[config.mk]
export PLATFORM = sky130hd
export DESIGN_NAME = contador_mod6
export DESIGN_NICKNAME = d
export VERILOG_FILES = /design/src/rtl/contador_mod6.sv
export SDC_FILE = /design/constraint.sdc
export NUM_CORES = 1
export LEC_CHECK = 0
export CORE_AREA = 10 10 47 49
export DETAILED_ROUTE_END_ITERATION = 16
export DIE_AREA = 0 0 57 59
export PLACE_DENSITY_LB_ADDON = 0.1
export SYNTH_ARGS = -nofsm -noshare
export SYNTH_HDL_FRONTEND = slang
export SYNTH_SLANG_ARGS = --single-unit
[constraint.sdc]
create_clock -name clk -period 1 [get_ports clk]
set_input_delay 0.2 -clock clk [delete_from_list [all_inputs] [get_ports clk]]
set_output_delay 0.2 -clock clk [all_outputs]
set_load 0.01 [all_outputs]
[src/rtl/contador_mod6.sv]
// Modulo-6 down counter for the tens-of-seconds digit: 5,4,3,2,1,0,5,...
// Supports a clamped parallel load and drives a borrow-out (tc) to the next digit stage.
module contador_mod6 (
    input  logic [3:0] data,
    input  logic       clk,
    input  logic       load,
    input  logic       en,
    input  logic       clearn,
    output logic [3:0] count,
    output logic       tc,
    output logic       count_end
);

    localparam logic [3:0] MAX_VAL = 4'd5;

    logic [3:0] load_val;
    logic       is_zero;

    // Out-of-range load values saturate to the top of the digit range.
    assign load_val = (data > MAX_VAL) ? MAX_VAL : data;
    assign is_zero  = (count == 4'd0);

    always_ff @(posedge clk) begin
        if (clearn) begin
            count <= 4'd0;
        end else if (!load) begin
            count <= load_val;
        end else if (en) begin
            count <= is_zero ? MAX_VAL : (count - 4'd1);
        end
    end

    assign count_end = is_zero;
    assign tc        = en & is_zero;

endmodule

==> results.json <==
{
  "run_status": "finished with violations",
  "failed_checks": "setup timing",
  "ant_nets": 0,
  "place_congestion": 0.761,
  "grt_max_degree": 7,
  "drv_slew": 0,
  "synthesis.nets": 31,
  "drt_pass1_iterations": 1,
  "portBuffers": 13,
  "fin_ws_ns": -0.392,
  "io_pins": 14,
  "placed_area_sq_um": 443,
  "syn2layout_area_growth_pct": 159,
  "power_density_nw_per_um2": 1140,
  "setup_viol": 8,
  "reg_top3": "count (4)",
  "netlist_top_cells_area": "dfxtp_1, a311oi_1, nor3_1",
  "nets": 60,
  "grt_pass1_wl_microns": 1360,
  "rows": 14,
  "period_minus_slack_ns": 1.39,
  "rsz0062_at_grt": "true",
  "cts_num_sinks": 4,
  "switching_share": 0.277,
  "finalPower_w": 0.000596,
  "root_buffer": "clkbuf_4",
  "ys_ff_latch": 4,
  "ys.warnings.count": 0,
  "ys_types": 13,
  "cts_tree": "yes",
  "syn_area_sq_um": 203,
  "syn_avg_cell_area_sq_um": 8.81,
  "track_usage": 0.0527,
  "drv_cap": 0,
  "crit_type": "flop to primary output",
  "finalHoldViolCount": 0,
  "drive_gt1_frac": 0.660,
  "startpoint_type": "flop",
  "core-area_sq_um": 1400,
  "internal_power_w": 0.000431,
  "hp-class": "flop to flop",
  "vias": 281,
  "n_antenna_cell": 0,
  "fmax_ghz": 0.718,
  "gr-total-overflow": 0,
  "crit_path_end_kind": "primary output",
  "top_register": "count",
  "yosysTopAreaCell": "dfxtp_1",
  "arrival_ns": 1.19,
  "via_per_inst": 4.26,
  "first_global_vias": 285,
  "dp_hpwl_microns": 641,
  "peakVddDrop_mv": 0.765,
  "p_switching_w": 0.000165,
  "period_share": 1.39,
  "htree_levels": 1,
  "crit_path_max_fanout": 2,
  "insertion_delay_ns": 0.24,
  "largest_reg_flops": 4,
  "synth_top_area_frac": 0.395,
  "die_h_microns": 59,
  "initial_core_util": 0.145,
  "worst_slew_pin_slew_ns": 0.255,
  "p_comb_frac": 0.353,
  "clock_path_buffers": 2,
  "finalClockSkew_ns": 0.00233,
  "routedWlPerCell_microns": 12.7,
  "die-area_sq_um": 3360,
  "maxSlewHeadroom": 0.830,
  "seqPwrFrac": 0.298,
  "yosysSeqAreaShare": 0.395,
  "crit_required_ns": 0.80,
  "drt_wl_total_microns": 841,
  "leakage_nw": 0.212,
  "clk_pin_slew_ns": 0.04,
  "drc": 0,
  "synthCells": 23,
  "antenna_found_initial": 0,
  "drt_iter0_drc": 0,
  "clockPowerShare": 0.349,
  "die_width_microns": 57,
  "stdcell_area_sq_um": 524,
  "numCtsBuffers": 3
}
[power groups by stage]
stage	logic [W]	clock network, W	registers, W
after CTS	0.000196	0.000214	0.000178
after global routing	0.000228	0.000232	0.000180
after detailed placement	0.000177	0	0.000182
after global placement	0.000175	0	0.000183
final	0.000211	0.000208	0.000178
after floorplan	0.0000489	0	0.000191
[cell usage after synthesis]
master and number:
dfxtp_1 4, nor2_1 3, nor3_1 3, a311oi_1 2
nand2_1 2, nand2b_1 2, a2111oi_0 1, a211oi_2 1
a21oi_1 1, nor4_1 1, or3_1 1, or3b_4 1
xor2_1 1
[per-stage QoR]
stage	hold WS (ns)	std cells	setup slack, ns	utilization	TNS [ns]
after global routing	0.517	66	-0.445	0.374	-1.89
final	0.491	66	-0.392	0.374	-1.48
after global placement	0.461	61	-0.918	0.316	-3.93
after detailed placement	0.473	61	-0.943	0.316	-3.98
after CTS	0.486	66	-0.481	0.352	-1.65
after floorplan	0.255	23	-0.139	-	-0.311
[what timing repair did]
| action | CTS | global route |
|---|---|---|
| pin swaps | 4 | 2 |
| setup buffers | 2 | 0 |
| hold buffers | 0 | 0 |
| endpoints found under the setup margin | 10 | 9 |
| resized for setup | 36 | 4 |
[area by class of cell]
| class | count | area [sq um] |
|---|---|---|
| clock buffer | 3 | 22.5 |
| fill | 151 | 877 |
| multi-input combinational | 19 | 181 |
| sequential | 4 | 92.6 |
| tap | 16 | 20.0 |
| timing repair buffer | 24 | 208 |
[metal layers]
layer | vias up | GRT usage | wire length [microns]
met1 | 130 | 0.0511 | 314
li1 | 142 | - | -
met4 | 0 | 0 | 0
met3 | 0 | 0.0536 | 89
met5 | - | 0 | 0
met2 | 9 | 0.0837 | 436
[path summary, 6_finish.rpt]
| path | endpoint | depth (start not counted) | start | slack (ns) |
|---|---|---|---|---|
| setup / recovery | tc | 3 | count[1] | -0.39 |
| hold / removal | count[3] | 2 | count[3] | 0.49 |
| setup reg to reg | count[2] | 5 | count[1] | -0.34 |
| hold reg to reg | count[3] | 2 | count[3] | 0.49 |
[cells by family (layout without fill, tap and decap cells)]
group           after synthesis  in the layout  synth area share
compound gates                5              5             0.216
xor+xnor                      1              1            0.0432
buf+inv                       0             27                 0
flops                         4              4             0.395
simple gates                 13             13             0.346
[cell usage in the layout, fill, tap and decap left out]
master,count
xor2_2,1
clkdlybuf4s50_1,6
clkbuf_4,3
nand2_1,2
buf_6,5
dfxtp_2,1
a21oi_1,1
a211oi_2,1
nor4_2,1
a311oi_1,1
dlygate4sd2_1,1
or3b_4,1
buf_2,3
nor2_4,1
nand2b_4,1
nand2b_1,1
nor3_2,1
nor3_1,2
nor2_1,2
or3_1,1
dfxtp_4,3
a2111oi_4,1
buf_4,9
a311oi_2,1
[worst max-delay path, cell delays in order (launching register included)]
cell	delay, ns
dfxtp_4	0.33
or3b_4	0.37
nor3_2	0.10
buf_2	0.15
(Power assumes the default switching activity.)
